**config.mk**
```make
export PLATFORM = sky130hd
export DESIGN_NAME = mux8_rr_arbiter
export DESIGN_NICKNAME = d
export VERILOG_FILES = /design/src/rtl/mux_ctrl_pkg.sv /design/src/rtl/rr_pick8.sv /design/src/rtl/mux8_rr_arbiter.sv
export SDC_FILE = /design/constraint.sdc
export NUM_CORES = 1
export LEC_CHECK = 0
export ABC_AREA = 1
export CELL_PAD_IN_SITES_DETAIL_PLACEMENT = 0
export CELL_PAD_IN_SITES_GLOBAL_PLACEMENT = 1
export CORE_UTILIZATION = 41
export CTS_CLUSTER_SIZE = 20
export DETAILED_ROUTE_END_ITERATION = 10
export MAX_ROUTING_LAYER = met4
export PLACE_DENSITY_LB_ADDON = 0.3
export REMOVE_ABC_BUFFERS = 1
export SLEW_MARGIN = 20
export SYNTH_ARGS = -nofsm -noshare
export SYNTH_HDL_FRONTEND = slang
export SYNTH_SLANG_ARGS = --single-unit
```
**constraint.sdc**
```tcl
create_clock -name clk -period 9.7 [get_ports clk]
set_input_delay 1.94 -clock clk [delete_from_list [all_inputs] [get_ports clk]]
set_output_delay 1.94 -clock clk [all_outputs]
set_load 0.005 [all_outputs]
```
**src/rtl/mux_ctrl_pkg.sv**
```systemverilog
// Shared definitions for the 8-way round-robin mux arbiter.
//   N_REQ   : number of requesters sharing the 8:1 mux path
//   SEL_W   : width of the encoded mux select
//   state_t : arbiter FSM states (IDLE = path free, GRANT = path owned)
//   onehot  : encoded index -> one-hot grant vector
package mux_ctrl_pkg;

  localparam int N_REQ = 8;
  localparam int SEL_W = 3;

  typedef enum logic {
    IDLE  = 1'b0,
    GRANT = 1'b1
  } state_t;

  function automatic logic [N_REQ-1:0] onehot(input logic [SEL_W-1:0] idx);
    return N_REQ'(1) << idx;
  endfunction

endpackage

```
**src/rtl/rr_pick8.sv**
```systemverilog
// Combinational round-robin winner search over 8 requesters.
// Ports:
//   req  [7:0] in  : request vector, bit i = requester i
//   last [2:0] in  : most recently granted requester
//   any        out : at least one request is pending
//   win  [2:0] out : first requester set when scanning last+1 .. last+8 (mod 8)
module rr_pick8
  import mux_ctrl_pkg::*;
(
  input  logic [N_REQ-1:0] req,
  input  logic [SEL_W-1:0] last,
  output logic             any,
  output logic [SEL_W-1:0] win
);

  logic [SEL_W-1:0] start;
  logic [N_REQ-1:0] rot;
  logic [SEL_W-1:0] ofs;
  logic             found;

  always_comb begin
    // Search begins one past the previous owner; 3-bit adds wrap 7 -> 0.
    start = last + SEL_W'(1);
    // rot[0] is the requester at 'start', rot[7] the previous owner itself.
    for (int i = 0; i < N_REQ; i++) begin
      rot[i] = req[SEL_W'(i) + start];
    end
    ofs   = '0;
    found = 1'b0;
    for (int i = 0; i < N_REQ; i++) begin
      if (!found && rot[i]) begin
        ofs   = SEL_W'(i);
        found = 1'b1;
      end
    end
    any = |req;
    win = ofs + start;
  end

endmodule

```
**src/rtl/mux8_rr_arbiter.sv**
```systemverilog
// Round-robin arbiter that owns the select of an 8:1 mux shared by 8 requesters.
// The owner keeps the path until it pulses done, drops its request, or has held
// it for MAX_HOLD cycles (0 disables the limit). Every ownership change passes
// through one IDLE cycle so the mux select settles before the next grant.
// Ports:
//   clk            in  : rising-edge clock
//   rst_n          in  : asynchronous active-low reset
//   req       [7:0] in : level request per requester
//   done           in  : owner release pulse (ignored while idle)
//   gnt       [7:0] out: registered one-hot grant, zero when idle
//   sel       [2:0] out: registered encoded grant, drives the mux select
//   gnt_valid      out : a grant is held, mux output is meaningful
//   timeout        out : one-cycle pulse when an owner is cut off by the hold limit
module mux8_rr_arbiter
  import mux_ctrl_pkg::*;
#(
  parameter int MAX_HOLD = 16
) (
  input  logic             clk,
  input  logic             rst_n,
  input  logic [N_REQ-1:0] req,
  input  logic             done,
  output logic [N_REQ-1:0] gnt,
  output logic [SEL_W-1:0] sel,
  output logic             gnt_valid,
  output logic             timeout
);

  localparam bit           HOLD_LIMITED = (MAX_HOLD > 0);
  localparam int           HC_W         = HOLD_LIMITED ? $clog2(MAX_HOLD + 1) : 1;
  localparam logic [HC_W-1:0] HOLD_LAST = HOLD_LIMITED ? HC_W'(MAX_HOLD - 1) : '0;

  state_t           state_q, state_d;
  logic [N_REQ-1:0] gnt_q, gnt_d;
  logic [SEL_W-1:0] sel_q, sel_d;
  logic             gnt_valid_q, gnt_valid_d;
  logic             timeout_q, timeout_d;
  logic [HC_W-1:0]  hold_cnt_q, hold_cnt_d;
  logic [SEL_W-1:0] last_q, last_d;

  logic             pick_any;
  logic [SEL_W-1:0] pick_win;
  logic             rel_done, rel_drop, rel_limit, release_now;

  rr_pick8 u_pick (
    .req  (req),
    .last (last_q),
    .any  (pick_any),
    .win  (pick_win)
  );

  // State and output registers. last resets to 7 so requester 0 wins first.
  always_ff @(posedge clk or negedge rst_n) begin
    if (!rst_n) begin
      state_q     <= IDLE;
      gnt_q       <= '0;
      sel_q       <= '0;
      gnt_valid_q <= 1'b0;
      timeout_q   <= 1'b0;
      hold_cnt_q  <= '0;
      last_q      <= SEL_W'(N_REQ - 1);
    end else begin
      state_q     <= state_d;
      gnt_q       <= gnt_d;
      sel_q       <= sel_d;
      gnt_valid_q <= gnt_valid_d;
      timeout_q   <= timeout_d;
      hold_cnt_q  <= hold_cnt_d;
      last_q      <= last_d;
    end
  end

  // Next-state logic. Release causes are only consulted while a grant is held.
  always_comb begin
    rel_done    = done;
    rel_drop    = ~req[sel_q];
    rel_limit   = HOLD_LIMITED && (hold_cnt_q == HOLD_LAST);
    release_now = rel_done | rel_drop | rel_limit;

    state_d = state_q;
    case (state_q)
      IDLE:    if (pick_any)    state_d = GRANT;
      GRANT:   if (release_now) state_d = IDLE;
      default:                  state_d = IDLE;
    endcase
  end

  // Register inputs for the outputs, pointer and hold counter.
  always_comb begin
    gnt_d       = gnt_q;
    sel_d       = sel_q;
    gnt_valid_d = gnt_valid_q;
    timeout_d   = 1'b0;
    hold_cnt_d  = hold_cnt_q;
    last_d      = last_q;

    case (state_q)
      IDLE: begin
        if (pick_any) begin
          gnt_d       = onehot(pick_win);
          sel_d       = pick_win;
          gnt_valid_d = 1'b1;
          last_d      = pick_win;
          hold_cnt_d  = '0;
        end
      end
      GRANT: begin
        if (release_now) begin
          // sel is left alone so the mux select does not move while idle.
          gnt_d       = '0;
          gnt_valid_d = 1'b0;
          // A cut-off is only flagged when the limit is the sole reason.
          timeout_d   = rel_limit & ~rel_done & ~rel_drop;
        end else if (hold_cnt_q != '1) begin
          hold_cnt_d  = hold_cnt_q + HC_W'(1);
        end
      end
      default: begin
        gnt_d       = '0;
        gnt_valid_d = 1'b0;
      end
    endcase
  end

  assign gnt       = gnt_q;
  assign sel       = sel_q;
  assign gnt_valid = gnt_valid_q;
  assign timeout   = timeout_q;

endmodule

```
==> results.json, run 1 <==
{
  "clkTransAtPathRegs_ns": 0.08,
  "post-route-util_pct": 51.4,
  "post_cts.repair.setup_buffers": 0,
  "global_route_wire_length_before_repair_mm": 7.58,
  "drt_iter0_markers": 108,
  "min_path_cells": 2,
  "firstDrtPassIters": 6,
  "post_synth_edffs": 0,
  "relSlewSlack_pct": 39.6,
  "cts.repair.resized": 0,
  "dr_total_vias": 1859,
  "synthArstFlopShare_pct": 100,
  "ant_cells": 0,
  "finalCriticalPeriod_ns": 4.51,
  "final_sum_of_negative_setup_slack_ns": 0,
  "holdCritStartpoint": "gnt[4]$_DFFE_PN0P_",
  "postSynthAreaPerCell_um2": 6.16,
  "floorplan.die.height_um": 68.6,
  "cp_max_fo": 9,
  "grt-ovfl-total": 0,
  "gp_routability_congestion": 0.872,
  "ys_ff_latch": 22,
  "vias_in_the_first_global_route": 1635,
  "multiInputGateArea_um2": 1090,
  "final_min_period_over_clock_period_pct": 46.4,
  "rrSetupSlack_ns": 5.59,
  "ys_warn_count": 0,
  "max_freq_mhz": 222,
  "finClkSkew_ns": 0.00325,
  "ys_types": 31,
  "placement.cell_area_um2": 2070,
  "number_of_placement_rows": 23,
  "routed_wire_per_std_cell_um": 11.9,
  "avgViaCountPerCell": 5.07,
  "tightestPinTransition_ns": 0.903,
  "antenna_found_initial": 0,
  "skew_pair_late_insertion_delay_ns": 0.26,
  "grtUsageTotal_pct": 22.4,
  "hpwl_mm": 3.38,
  "worst_setup_path_start_kind": "input port",
  "cts_made_buffers": 3,
  "ys_top_cells_by_count": "149 x sky130_fd_sc_hd__nand2_1, 30 x sky130_fd_sc_hd__inv_1, 25 x sky130_fd_sc_hd__nand3_1",
  "synth.area.top_cells": "sky130_fd_sc_hd__nand2_1 31%, sky130_fd_sc_hd__dfrtp_1 26%, sky130_fd_sc_hd__nand3_1 6.9%",
  "timing.setup.critical_path_class": "in2reg",
  "total_of_fill_cells_in_the_finished_design": 456,
  "grt_setup_unrepaired": "no",
  "layout-area-overhead-vs-synth_pct": 16.5,
  "synth_sequential_area_ratio_pct": 30.5,
  "sequential_cell_area_um2": 554,
  "count_of_mapped_cells_out_of_synthesis": 295,
  "largest_net_degree_at_the_start_of_global_routing": 23,
  "synth.most_common_cell": "sky130_fd_sc_hd__nand2_1",
  "cts_max_level": 1,
  "post_route_drc": 0,
  "depth_of_the_worst_register_to_register_path": 21,
  "cts_root_buffer": "sky130_fd_sc_hd__clkbuf_8",
  "yosys.area.top_type_share_pct": 30.8,
  "sink_count": 22,
  "tritoncts": "built",
  "design.die.area_um2": 4700,
  "slew_viol_final": 0,
  "ant_nets": 0,
  "outcome": "complete, no violations",
  "clockBufferDepth": 2,
  "finalHoldViolations": 0,
  "core_area_um2": 4120,
  "layout-drive-gt1-share_pct": 5.05,
  "max-cap-violations": 0,
  "setup_viol": 0,
  "timing.hold.ws_ns": 0.482,
  "start_util_pct": 44.1,
  "hold_class": "reg2reg",
  "reg2reg_from": "last_q[0]$_DFFE_PN1P_",
  "synth_top_cell_by_area": "sky130_fd_sc_hd__nand2_1",
  "ys_flop_type": "sky130_fd_sc_hd__dfrtp_1",
  "critical_path_arrival_ns": 4.71,
  "hold-path-endpoint": "gnt[4]$_DFFE_PN0P_",
  "num_io_pins": 24,
  "cts-hold-fix-buffers": 0,
  "worstReg2RegEnd": "gnt[7]$_DFFE_PN0P_",
  "port_buffers": 23,
  "finish.net_count": 336,
  "routed_wirelength_mm": 4.38,
  "worst-endpoint-required_ns": 9.90,
  "synth.cell_area_um2": 1820,
  "floorplan.die.width_um": 68.6,
  "fin_area_um2": 2120,
  "critical_path_end_type": "register"
}
## per-stage QoR
stage / setup slack, ns / cells
detailed placement: 4.92 / 363
global route: 4.91 / 367
finish: 5.19 / 367
CTS: 5.21 / 367
global placement: 4.96 / 363
floorplan: 5.68 / 290
## state kept, by name, summed over array words and instances, names as in the netlist
| register | count |
|---|---|
| gnt_valid | 1 |
| sel | 3 |
| gnt | 8 |
| hold_cnt_q | 5 |
| timeout | 1 |
| last_q | 3 |
| state_q | 1 |
## cell families (layout without fill, tap and decap cells)
logic type,Yosys count,count (layout),share of synthesized area (%)
AND/OR/NAND/NOR,202,202,46.3
buffers and inverters,38,60,9.30
AO/OA/AOI/OAI,24,24,7.71
flip-flops,22,22,30.5
adder cells (fa/ha/maj),7,7,5.23
XOR/XNOR,2,2,0.964
## final cells by class
type	count	share of cell area (%)
clock buffer	4	2.60
inverter	33	5.97
multi-input combinational	235	51.7
sequential	22	26.2
tap	50	2.96
timing repair buffer	23	10.6
## placed cells by master, fill, tap and decap left out
cell / instances
sky130_fd_sc_hd__nand4_1: 5
sky130_fd_sc_hd__dfstp_2: 3
sky130_fd_sc_hd__xor2_1: 2
sky130_fd_sc_hd__inv_1: 30
sky130_fd_sc_hd__nor4_1: 2
sky130_fd_sc_hd__o21ai_1: 7
sky130_fd_sc_hd__o31ai_1: 1
sky130_fd_sc_hd__o211ai_1: 1
sky130_fd_sc_hd__o21ai_0: 8
sky130_fd_sc_hd__clkbuf_8: 4
sky130_fd_sc_hd__ha_1: 6
sky130_fd_sc_hd__nand2_2: 2
sky130_fd_sc_hd__clkdlybuf4s50_1: 22
sky130_fd_sc_hd__inv_2: 2
sky130_fd_sc_hd__nor3b_1: 1
sky130_fd_sc_hd__a31oi_1: 1
sky130_fd_sc_hd__nand2_1: 149
sky130_fd_sc_hd__a21oi_1: 2
sky130_fd_sc_hd__nor2_4: 1
sky130_fd_sc_hd__a32oi_1: 1
sky130_fd_sc_hd__nand2_4: 1
sky130_fd_sc_hd__nand3_1: 25
sky130_fd_sc_hd__fa_1: 1
sky130_fd_sc_hd__nor3_1: 1
sky130_fd_sc_hd__buf_2: 1
sky130_fd_sc_hd__dfrtp_1: 19
sky130_fd_sc_hd__o221ai_1: 2
sky130_fd_sc_hd__a211oi_1: 1
sky130_fd_sc_hd__nor2_1: 14
sky130_fd_sc_hd__inv_4: 1
sky130_fd_sc_hd__nand4_2: 1
## routing by layer
layer  wire length, µm  up-vias  global-route usage, %
li1                  -      984                      -
met1              2370      837                   32.4
met2              1850       36                   32.8
met3               150        2                   3.45
met4                13        0                   4.43
met5                 0        -                      -
## worst max-delay path, stage by stage
cell and delay (ns):
sky130_fd_sc_hd__clkdlybuf4s50_1 0.50, sky130_fd_sc_hd__inv_1 0.11, sky130_fd_sc_hd__nand2_1 0.05, sky130_fd_sc_hd__nand2_1 0.10, sky130_fd_sc_hd__nand2_1 0.05, sky130_fd_sc_hd__nand2_1 0.07
sky130_fd_sc_hd__nand2_1 0.06, sky130_fd_sc_hd__nand2_1 0.09, sky130_fd_sc_hd__nand2_1 0.09, sky130_fd_sc_hd__nor2_4 0.11, sky130_fd_sc_hd__nand2_1 0.08, sky130_fd_sc_hd__o221ai_1 0.19
sky130_fd_sc_hd__ha_1 0.17, sky130_fd_sc_hd__inv_1 0.04, sky130_fd_sc_hd__fa_1 0.36, sky130_fd_sc_hd__xor2_1 0.18, sky130_fd_sc_hd__inv_1 0.06, sky130_fd_sc_hd__nand3_1 0.11
sky130_fd_sc_hd__nand2_4 0.16, sky130_fd_sc_hd__nand3_1 0.09, sky130_fd_sc_hd__nand2_1 0.11
## how the worst max path moves through the flow
stage	from	end	slack, ns	cells after the start
final	req[5]	gnt[7]$_DFFE_PN0P_	5.19	21
after global routing	req[6]	gnt[7]$_DFFE_PN0P_	4.91	19
after CTS	req[5]	last_q[2]$_DFFE_PN1P_	5.21	21
after detailed placement	req[5]	sel[2]$_DFFE_PN0P_	4.92	21
after global placement	req[5]	gnt[4]$_DFFE_PN0P_	4.96	21
after floorplan	req[4]	sel[2]$_DFFE_PN0P_	5.68	20
Power of run 1 is left out: the tool's default activity adds up to more than one toggle a clock period on the data nets, which glitch-free logic cannot reach.
==> run 2, diff against run 1 <==
- CORE_UTILIZATION: 41 -> 34
- clock period: 9.7 -> 3.99 ns (I/O delays scaled with it)
==> run 2 against run 1 <==
Die area increased by 20%. Utilization decreased by 9.2 points. Design area increased by 2.6%. Critical path type is now reg2reg.
==> results.json, run 2 (synthesis results as in run 1) <==
{
  "outcome": "complete, no violations",
  "setup_viol": 0,
  "max-cap-violations": 0,
  "num_io_pins": 24,
  "dpl_worst_slack_ns": 0.346,
  "post-route-util_pct": 42.3,
  "cts_made_buffers": 3,
  "worst-endpoint-required_ns": 4.19,
  "cp_max_fo": 10,
  "floorplan.die.height_um": 75.1,
  "finish.net_count": 340,
  "vias_in_the_first_global_route": 1695,
  "sink_count": 22,
  "ant_nets": 0,
  "grt-ovfl-total": 0,
  "post-route-worst-setup-slack_ns": 0.549,
  "global_route_wire_length_before_repair_mm": 7.63,
  "post_route_drc": 0,
  "hold_class": "in2async",
  "cts-hold-fix-buffers": 0,
  "relSlewSlack_pct": 66.7,
  "layout-area-overhead-vs-synth_pct": 19.6,
  "largest_net_degree_at_the_start_of_global_routing": 23,
  "ant_cells": 0,
  "dr_total_vias": 1884,
  "rrSetupSlack_ns": 0.55,
  "clkTransAtPathRegs_ns": 0.08,
  "most_used_cells_in_the_layout_excluding_fill_and_tap_cells": "149 x sky130_fd_sc_hd__nand2_1, 30 x sky130_fd_sc_hd__inv_1, 25 x sky130_fd_sc_hd__nand3_1",
  "avgViaCountPerCell": 4.82,
  "post_cts.repair.setup_buffers": 0,
  "worstReg2RegEnd": "last_q[2]$_DFFE_PN1P_",
  "timing.setup.critical_path_class": "reg2reg",
  "drt_iter0_markers": 116,
  "floorplan.die.width_um": 75.1,
  "number_of_placement_rows": 26,
  "port_buffers": 23,
  "antenna_found_initial": 0,
  "tritoncts": "built",
  "finalHoldViolations": 0,
  "cts.repair.resized": 0,
  "cts_root_buffer": "sky130_fd_sc_hd__clkbuf_8",
  "firstDrtPassIters": 4,
  "depth_of_the_worst_register_to_register_path": 22,
  "total_of_fill_cells_in_the_finished_design": 593,
  "grtUsageTotal_pct": 18.5,
  "placement.cell_area_um2": 2120,
  "critical_path_arrival_ns": 3.64,
  "multiInputGateArea_um2": 1090,
  "hpwl_mm": 3.55,
  "finalCriticalPeriod_ns": 3.44,
  "final_sum_of_negative_setup_slack_ns": 0,
  "gp_routability_congestion": 0.827,
  "mostFrequentLayoutCell": "sky130_fd_sc_hd__nand2_1",
  "slew_viol_final": 0,
  "design.die.area_um2": 5640,
  "tightestPinTransition_ns": 0.497,
  "reg2reg_from": "last_q[0]$_DFFE_PN1P_",
  "largest_register_ffs": 8,
  "final_min_period_over_clock_period_pct": 86.2,
  "grt_setup_unrepaired": "no",
  "routed_wirelength_mm": 4.55,
  "finClkSkew_ns": 0.00190,
  "clockBufferDepth": 2,
  "sequential_cell_area_um2": 554,
  "worst_setup_path_start_kind": "register",
  "critical_path_end_type": "register",
  "layout-drive-gt1-share_pct": 6.23,
  "cts_max_level": 1,
  "max_freq_mhz": 291,
  "fin_area_um2": 2170,
  "core_area_um2": 5140,
  "start_util_pct": 35.3,
  "skew_pair_late_insertion_delay_ns": 0.26,
  "routed_wire_per_std_cell_um": 11.6
}
[run 2: cell count changes in the layout (fill, tap and decap cells not counted)]
cell / previous run / this run
sky130_fd_sc_hd__buf_4: 0 / 4
[run 2: per-layer routing]
| layer | wire [µm] | up-vias | track usage, % | share of wire (%) |
|---|---|---|---|---|
| li1 | - | 992 | - | - |
| met1 | 2170 | 864 | 23.8 | 48 |
| met2 | 2230 | 23 | 30.4 | 49 |
| met3 | 90 | 5 | 1.47 | 2.0 |
| met4 | 61 | 0 | 7.13 | 1.3 |
| met5 | 0 | - | - | 0 |
[run 2: worst max-delay path by stage]
stage,start,to,depth (start not counted)
final,last_q[0]$_DFFE_PN1P_,last_q[2]$_DFFE_PN1P_,22
after CTS,last_q[0]$_DFFE_PN1P_,last_q[2]$_DFFE_PN1P_,22
after global placement,req[5],last_q[2]$_DFFE_PN1P_,21
after detailed placement,req[3],sel[2]$_DFFE_PN0P_,19
after floorplan,last_q[0]$_DFFE_PN1P_,sel[2]$_DFFE_PN0P_,21
after global routing,last_q[0]$_DFFE_PN1P_,sel[2]$_DFFE_PN0P_,22
[run 2: area by class of cell]
type	instances	share of cell area, %
clock buffer	4	2.53
sequential	22	25.5
inverter	33	5.82
tap	70	4.03
multi-input combinational	235	50.3
timing repair buffer	27	11.8
[run 2: critical path: stages, from the launching register on]
cell and delay [ns]:
sky130_fd_sc_hd__dfstp_2 0.57, sky130_fd_sc_hd__inv_4 0.03, sky130_fd_sc_hd__ha_1 0.33, sky130_fd_sc_hd__inv_2 0.17, sky130_fd_sc_hd__nand2_1 0.07, sky130_fd_sc_hd__nand2_1 0.17, sky130_fd_sc_hd__nand2_1 0.07, sky130_fd_sc_hd__nand2_1 0.08
sky130_fd_sc_hd__nand2_1 0.07, sky130_fd_sc_hd__nand2_1 0.09, sky130_fd_sc_hd__nand2_1 0.08, sky130_fd_sc_hd__nor2_4 0.11, sky130_fd_sc_hd__nand2_1 0.07, sky130_fd_sc_hd__o221ai_1 0.19, sky130_fd_sc_hd__ha_1 0.17, sky130_fd_sc_hd__inv_1 0.04
sky130_fd_sc_hd__fa_1 0.36, sky130_fd_sc_hd__xor2_1 0.18, sky130_fd_sc_hd__inv_1 0.06, sky130_fd_sc_hd__nand3_1 0.11, sky130_fd_sc_hd__nand2_4 0.15, sky130_fd_sc_hd__nand2_1 0.08, sky130_fd_sc_hd__o21ai_1 0.08
[run 2: metrics by stage]
stage	instances	hold WS [ns]
after detailed placement	387	0.466
final	391	0.485
after CTS	391	0.493
after floorplan	290	0.460
after global routing	391	0.515
after global placement	387	0.470
Power of run 2 is left out for the same reason.
